**src/rtl/uart_pkg.sv**
```systemverilog
// Shared UART definitions: receiver state encoding, default width and the parity helper
// that the transmitter uses as well.
package uart_pkg;

    localparam int unsigned DEFAULT_DATA_WIDTH = 8;

    typedef enum logic [2:0] {
        StIdle,
        StData,
        StParity,
        StStop,
        StBreak
    } uart_rx_state_t;

    // Even parity bit: makes the data bits plus this bit contain an even number of ones.
    function automatic logic even_parity(input logic [DEFAULT_DATA_WIDTH-1:0] data);
        return ^data;
    endfunction

endpackage

```
**src/rtl/uart_rx.sv**
```systemverilog
// Single-clock UART receiver: one line bit per clk, start, LSB-first data, optional even
// parity, stop. A frame ending on a low stop bit parks in StBreak until the line goes high.
module uart_rx
    import uart_pkg::*;
#(
    parameter int unsigned DATA_WIDTH = DEFAULT_DATA_WIDTH
) (
    input  logic                  clk,
    input  logic                  rst,
    input  logic                  rx,
    input  logic                  parity,
    output logic [DATA_WIDTH-1:0] rx_data,
    output logic                  valid,
    output logic                  parity_err,
    output logic                  frame_err,
    output logic                  busy
);

    localparam int unsigned CNT_W = $clog2(DATA_WIDTH + 1);

    uart_rx_state_t        state;
    logic [DATA_WIDTH-1:0] shreg;
    logic [CNT_W-1:0]      bit_cnt;
    logic                  par_en;
    logic                  par_bit;

    always_ff @(posedge clk) begin
        if (rst) begin
            state      <= StIdle;
            shreg      <= '0;
            bit_cnt    <= '0;
            par_en     <= 1'b0;
            par_bit    <= 1'b0;
            rx_data    <= '0;
            valid      <= 1'b0;
            parity_err <= 1'b0;
            frame_err  <= 1'b0;
            busy       <= 1'b0;
        end else begin
            valid <= 1'b0;
            unique case (state)
                StIdle: begin
                    if (!rx) begin
                        par_en  <= parity;
                        bit_cnt <= CNT_W'(DATA_WIDTH);
                        busy    <= 1'b1;
                        state   <= StData;
                    end
                end
                StData: begin
                    shreg   <= {rx, shreg[DATA_WIDTH-1:1]};
                    bit_cnt <= bit_cnt - CNT_W'(1);
                    if (bit_cnt == CNT_W'(1)) begin
                        state <= par_en ? StParity : StStop;
                    end
                end
                StParity: begin
                    par_bit <= rx;
                    state   <= StStop;
                end
                StStop: begin
                    rx_data    <= shreg;
                    parity_err <= par_en & (^shreg ^ par_bit);
                    frame_err  <= ~rx;
                    valid      <= 1'b1;
                    if (rx) begin
                        busy  <= 1'b0;
                        state <= StIdle;
                    end else begin
                        state <= StBreak;
                    end
                end
                StBreak: begin
                    // Held-low line: no start detection until it returns high.
                    if (rx) begin
                        busy  <= 1'b0;
                        state <= StIdle;
                    end
                end
                default: state <= StIdle;
            endcase
        end
    end

endmodule

```
**config.mk**
```make
export PLATFORM = sky130hd
export DESIGN_NAME = uart_rx
export DESIGN_NICKNAME = d
export VERILOG_FILES = /design/src/rtl/uart_pkg.sv /design/src/rtl/uart_rx.sv
export SDC_FILE = /design/constraint.sdc
export NUM_CORES = 1
export LEC_CHECK = 0
export ABC_AREA = 1
export CORE_UTILIZATION = 50
export DETAILED_ROUTE_END_ITERATION = 16
export PLACE_DENSITY = 0.69
export SETUP_SLACK_MARGIN = 0.05
export SLEW_MARGIN = 20
export SYNTH_ARGS = -nofsm -noshare
export SYNTH_HDL_FRONTEND = slang
export SYNTH_SLANG_ARGS = --single-unit
```
**constraint.sdc**
```tcl
create_clock -name clk -period 2.15 [get_ports clk]
set_input_delay 0.3225 -clock clk [delete_from_list [all_inputs] [get_ports clk]]
set_output_delay 0.3225 -clock clk [all_outputs]
set_load 0.05 [all_outputs]
```
Yosys cells after proc, flatten, opt, wreduce, memory -nomap -nowiden
Cells that the tools add are included.
{ "op_classes": {"bitwise": 3, "n_mux": 12, "add_sub_neg": 1, "reduce_logical": 9, "eq_ne": 9} }
{ "op_table": {"columns": ["cell", "count"], "rows": [
  ["3-bit case mux with 5 select lines", 1],
  ["3-bit two-way mux", 4],
  ["4-bit case mux with 2 select lines", 1],
  ["8-bit XOR reduction", 1],
  ["3-bit by 2-bit equality test with 1-bit output (second input constant)", 2],
  ["2-bit != test (second input constant)", 3],
  ["3-bit AND reduction", 2],
  ["4-bit by 1-bit equality test with 1-bit output (second input constant)", 1],
  ["1-bit two-way mux", 4],
  ["4-bit two-way mux", 1],
  ["2-bit AND reduction", 2],
  ["2-bit nonzero test", 2],
  ["4-bit by 1-bit subtractor with 4-bit output (second input constant)", 1],
  ["3-bit by 1-bit equality test with 1-bit output (second input constant)", 1],
  ["3-bit equality test (second input constant)", 1],
  ["3-bit logical NOT", 1],
  ["2-bit by 1-bit != test with 1-bit output (second input constant)", 1],
  ["1-bit case mux with 2 select lines", 1],
  ["2-bit OR reduction", 1],
  ["1-bit AND", 1],
  ["1-bit inverter", 1],
  ["1-bit bitwise XOR", 1]
]} }
{ "word_totals": {"word_cells": 44, "inputBits": 4, "out_inout_bits": 12, "reg_bits": 29} }

Longest topological paths before layout
Gate-level depths: netlist of the first run.
{ "depth": {"word_depth": 4, "depth_mapped": 9, "ltp_nobuf": 9} }

Worst setup path before layout of the first run
No wires, ideal clock.
{ "synth_path": {"path_kind": "register to register", "start": "register state[1]", "end": "register state[0]", "setup_ns": 0.110, "t_arrival_ns": 0.945, "slack_ns": 1.095, "path_stages_with_launch": 8, "cell_sequence": "dfxtp_1 inv_2 nand3_2 inv_2 a21oi_2 o21ai_1 nand3_1 inv_1"} }
{ "synth_via": {"elab_chain_len": 3, "elab_cells_between_ends": 10, "cone_classes": "7 x eq/ne; 1 x mux; 2 x reduce/logical"} }
{ "synth_rtl": {"columns": ["item", "line_no", "text"], "rows": [
  ["start, declared", "uart_rx.sv:21", "uart_rx_state_t state;"],
  ["start signal, assigned", "uart_rx.sv:29", "state <= StIdle;"],
  ["start signal, assigned", "uart_rx.sv:47", "state <= StData;"],
  ["start signal, assigned", "uart_rx.sv:54", "state <= par_en ? StParity : StStop;"],
  ["3-bit by 1-bit equality test with 1-bit output, or another cell as far along", "uart_rx.sv:41", "unique case (state)"],
  ["2-bit != test (no line)", null, null],
  ["3-bit AND reduction (no line)", null, null]
]} }
Parallel ways exist; a longest one is shown, timed or not.
A chain may end at the register's enable or synchronous reset.

Final worst setup path of the first run
{ "layout_path": {"start": "register busy", "end": "output busy"} }
{ "layout_lines": {"columns": ["item", "line_no", "text"], "rows": [
  ["start, declared", "uart_rx.sv:16", "output logic busy"],
  ["start signal, assigned", "uart_rx.sv:38", "busy <= 1'b0;"],
  ["start signal, assigned", "uart_rx.sv:46", "busy <= 1'b1;"],
  ["start signal, assigned", "uart_rx.sv:67", "busy <= 1'b0;"]
]} }
No word-level cell between the ends.

==> metrics.cfg, run 1 <==
[status]
outcome=finished clean

[detailed_routing]
ant_nets=0
drtIter0Drc=18
drt_first_pass_iters=4
drc=0
vias_per_cell=5.08
wl_per_cell_um=11.5
routed_wl_um=2440
num_vias=1077

[global_route]
grt_pass1_wl_um=4240
grt.total_usage_pct=21.9
grt_pass1_vias=1006
antenna_found_initial=0
overflow=0
grt_max_degree=24

[sta]
max-slew-margin-rel_pct=63.5
tns_ps=0
setup_violations=0
worst_pin_slew_ps=547
hold_ws_ps=467
period_share_pct=84.0
fmax_mhz=554
hold_viol_final=0
skew_ps=7.85
min_period_ps=1810
rsz0062_at_grt=no
drv_slew=0

[logic_synthesis]
synth_top_area_cell=dfxtp_1
ys_seq_elements=29
synthMuxAreaShare_pct=0
synth_simple_gate_area_share_pct=17.5
syn_area_per_cell_um2=7.52
synth-xor-area-share_pct=0.706
synthTopCellsByArea=dfxtp_1 47%, a21oi_1 9.3%, nand2_1 7.3%
netlist_instances=165
yosysWarningCount=0
yosysSeqAreaShare_pct=46.8
synth_fa_ha_area_share_pct=2.02
synth_fp_nets=171
synth-compound-area-share_pct=22.6
yosysTopAreaCellShare_pct=46.8
syn-cell-area_um2=1240
synth_top_family_by_area=compound AO/OA/AOI/OAI gates
synthDistinctLibCells=24

[floorplanning]
start_util_pct=54.5
ios=16
rows=17
chipHeight_um=51.8
die_area_um2=2690
coreArea_um2=2280
die_w_um=51.8

[clocking]
cts.sinks=29
cts_setup_buffers=0
cts_buffers=5
ctsHtreeMaxLevel=2
clkLatencyLatePin_ps=330
clkSlewWorstSetupHoldPaths_ps=100
cts_tree=done
cts.path.max_buffers=2
cts_resized=0
root_buffer=clkbuf_4
hold_buffers=0

[worst_setup_path]
criticalPathCategory=reg2out
cp-start-kind=flip-flop
path_delay_family=buffers and inverters
critPathBufInv=1
crit_arrival_ps=1480
critPathCaptureType=output port
critPathMaxStageDelay_ps=810
path_max_fanout=2
slowest_stage=clkdlybuf4s50_1
path_cells=clkdlybuf4s50_1
worstPathRequired_ps=1830

[pwr]
p_comb_share_pct=31.9
sw_frac_of_total_pct=37.6
p_leak_nw=0.634
p_seq_share_pct=43.8
p_per_area_nw_per_um2=1070
power_frac_clock_pct=24.3
worst_ir_drop_vdd_mv=0.859
p_int_mw=0.984
switchingPower_mw=0.594

[placed_design]
dpl.hpwl_um=1770
dp.cells=204
placed_area_um2=1400
place_congestion=0.834
io_buffers=15

[cells_and_area]
final_cell_mix=29 x dfxtp_1, 24 x nand2_1, 23 x inv_1, 23 x a21oi_1, 17 x o21ai_0
nNetsFinal=189
fillers=211
fin_cells=212
layout_commonest_cell=dfxtp_1
antenna_cells=0
stdcell_area_um2=1470
areaGrowthSynthToFinish_pct=18.3
drive_gt1_share_pct=9.78

[min_path]
holdCritPathClass=reg2reg

[flow_run]
cap_violations=0

cells in the mapped netlist (all sizes together):
| library cell | count |
|---|---|
| dfxtp | 29 |
| inv | 27 |
| nand2 | 25 |
| a21oi | 24 |
| o21ai | 24 |
| nand3 | 13 |
| nor2 | 10 |
| a31oi | 3 |
| buf | 3 |
| ha | 2 |
| clkbuf | 1 |
| nand4 | 1 |
| o22ai | 1 |
| o31ai | 1 |
| xor2 | 1 |
registers in the layout, indices dropped and copies added (netlist names):
signal / count
state: 3
shreg: 8
valid: 1
bit_cnt: 4
frame_err: 1
busy: 1
parity_err: 1
par_bit: 1
rx_data: 8
par_en: 1
layer usage:
layer	share of wire [%]	routed length (µm)	track usage, %	vias up
met1	50	1220	26.3	476
met4	2.5	61	12.6	0
met2	44	1070	34.2	17
met5	0	0	0	-
met3	3.2	77	6.73	6
li1	-	-	-	578
final cells by class:
cell class | instances | area (µm²) | area share [%]
Sequential cell | 29 | 581 | 39.5
Multi-Input combinational cell | 105 | 532 | 36.2
Timing Repair Buffer | 15 | 150 | 10.2
Inverter | 27 | 101 | 6.90
Clock buffer | 7 | 65.1 | 4.43
Tap cell | 28 | 35.0 | 2.39
Clock inverter | 1 | 5.00 | 0.341
per-stage QoR:
step	total power, mW	util [%]	setup slack (ps)
floorplan	1.09	-	1090
CTS	1.58	64.5	333
finish	1.58	64.5	344
global placement	1.19	61.5	432
global route	1.68	64.5	313
detailed placement	1.21	61.5	426
logic make-up (layout without fill, tap and decap cells):
| group | count (synthesis) | after routing |
|---|---|---|
| fa+ha+maj | 2 | 2 |
| compound gates | 53 | 53 |
| buf+inv | 31 | 50 |
| flops | 29 | 29 |
| simple gates | 49 | 49 |
| xor+xnor | 1 | 1 |
power groups by stage:
stage / Sequential (mW) / Clock (mW) / Combinational [mW]
after floorplan: 0.770 / 0 / 0.315
after global placement: 0.699 / 0 / 0.488
after detailed placement: 0.704 / 0 / 0.502
after CTS: 0.692 / 0.386 / 0.505
after global routing: 0.705 / 0.404 / 0.571
final: 0.692 / 0.383 / 0.503
worst paths after layout:
check | startpoint | to | slack, ps | depth (start not counted)
max | busy | busy | 340 | 1
min | parity_err | parity_err | 470 | 2
max reg2reg | state[0] | bit_cnt[2] | 750 | 6
min reg2reg | parity_err | parity_err | 470 | 2
(Power assumes the default switching activity.)
==> run 2, diff against run 1 <==
- clock period: 2.15 -> 1.8 ns (I/O delays scaled with it)
==> run 2 against run 1 <==
Core utilization is 2.3 points higher. Cell area is 3.5% higher. Power is 26% higher. Clock skew is 2.2 ps higher. Combinational power is 18% higher. Final cell count is 1.4% higher. Sequential power is 19% higher. Sequential share of layout area is 1.3 points lower.
==> metrics.cfg, run 2 (same netlist as run 1, synthesis figures left out) <==
[worst_setup_path]
path_max_fanout=2
slowest_stage=clkdlybuf4s50_1
criticalPathCategory=reg2out
cp-start-kind=flip-flop
critPathBufInv=1
path_cells=clkdlybuf4s50_1
critPathCaptureType=output port
r2r_slack_ps=430
path_delay_family=buffers and inverters
critPathMaxStageDelay_ps=800
worstPathRequired_ps=1530
cp_num_cells=1
crit_arrival_ps=1450
reg2regPathDepth=6

[floorplanning]
coreArea_um2=2280
chipHeight_um=51.8
die_area_um2=2690
die_w_um=51.8
ios=16
start_util_pct=54.5
rows=17

[detailed_routing]
routed_wl_um=2490
drc=0
drtIter0Drc=20
vias_per_cell=5.21
wl_per_cell_um=11.6
ant_nets=0
num_vias=1120
drt_first_pass_iters=4

[sta]
tns_ps=0
hold_viol_final=0
fmax_mhz=581
setup_violations=0
setup_slack_ps=78.7
skew_ps=10.1
min_period_ps=1720
drv_slew=0
rsz0062_at_grt=no
worst_pin_slew_ps=500
period_share_pct=95.6
max-slew-margin-rel_pct=66.6

[clocking]
clkLatencyLatePin_ps=330
cts_tree=done
cts_setup_buffers=0
clkSlewWorstSetupHoldPaths_ps=90
ctsHtreeMaxLevel=2
hold_buffers=0
cts.sinks=29
cts.path.max_buffers=2
root_buffer=clkbuf_4
cts_buffers=5

[min_path]
holdCritPathClass=reg2reg
whs_path_depth=2

[flow_run]
cap_violations=0

[global_route]
grt_max_degree=19
grt_pass1_wl_um=4240
grt_pass1_vias=1011
grt.total_usage_pct=21.6
antenna_found_initial=0
overflow=0

[cells_and_area]
areaGrowthSynthToFinish_pct=22.5
drive_gt1_share_pct=11.2
layout_commonest_cell=dfxtp_1
reg_top3=rx_data (8), shreg (8), bit_cnt (4)
stdcell_area_um2=1520
antenna_cells=0
fillers=199
nNetsFinal=192
final_cell_mix=29 x dfxtp_1, 24 x nand2_1, 23 x inv_1, 23 x a21oi_1, 17 x o21ai_0

[status]
outcome=finished clean

[placed_design]
post-place-ws_ps=258
dpl.hpwl_um=1760
placed_area_um2=1420
place_congestion=0.828
io_buffers=15

[pwr]
p_leak_nw=0.777
worst_ir_drop_vdd_mv=0.792
p_per_area_nw_per_um2=1310

-- run 2: cell count changes in the layout (fill, tap and decap cells not counted), sizes merged --
| cell | change |
|---|---|
| buf | +3 |
| clkinv | -1 |
| clkbuf | -1 |
| clkdlybuf4s50 | -10 |
| dlygate4sd2 | +4 |
| dlymetal6s2s | +6 |
| clkinvlp | +1 |
| bufinv | +1 |
-- run 2: cell type report --
class,count,area (µm²),share of cell area [%]
Clock buffer,6,51.3,3.37
Clock inverter,2,37.5,2.47
Inverter,27,101,6.67
Multi-Input combinational cell,105,532,35.0
Sequential cell,29,581,38.2
Tap cell,28,35.0,2.30
Timing Repair Buffer,18,183,12.0
-- run 2: worst paths after layout --
path,start,endpoint
max,frame_err,frame_err
min,frame_err,frame_err
max reg2reg,state[0],bit_cnt[2]
min reg2reg,frame_err,frame_err
-- run 2: stage by stage --
step / cells / total power, mW / hold WS (ps) / util, %
global placement: 207 / 1.42 / 452 / 62.5
floorplan: 165 / 1.30 / 339 / -
detailed placement: 207 / 1.44 / 453 / 62.5
CTS: 215 / 2.00 / 467 / 66.1
global route: 215 / 2.12 / 491 / 66.8
finish: 215 / 1.99 / 466 / 66.8
-- run 2: metal layers --
metal,GRT usage [%],vias up,wire length (µm)
met2,34.6,23,1170
met3,6.14,2,95
met4,9.01,0,14
met1,27.0,512,1210
met5,0,-,0
li1,-,583,-
-- run 2: report_power, final --
| group | switching [mW] | internal, mW | total (mW) |
|---|---|---|---|
| combinational | 0.396 | 0.200 | 0.595 |
| sequential | 0.0802 | 0.745 | 0.825 |
| clock | 0.238 | 0.330 | 0.568 |
| total | 0.714 | 1.27 | 1.99 |
-- run 2: repair_timing --
| action | 4_1_cts | 5_1_grt |
|---|---|---|
| setup endpoints to repair | 4 | 6 |
| resized for setup | 4 | 6 |
| hold endpoints to repair | 0 | 0 |
-- run 2: worst min-delay path: cells and delay by family, from the launching register on --
family	cells	cell delay, ps
AOI/OAI and AO/OA	1	50
DFF	1	320
and+or+nand+nor	1	60
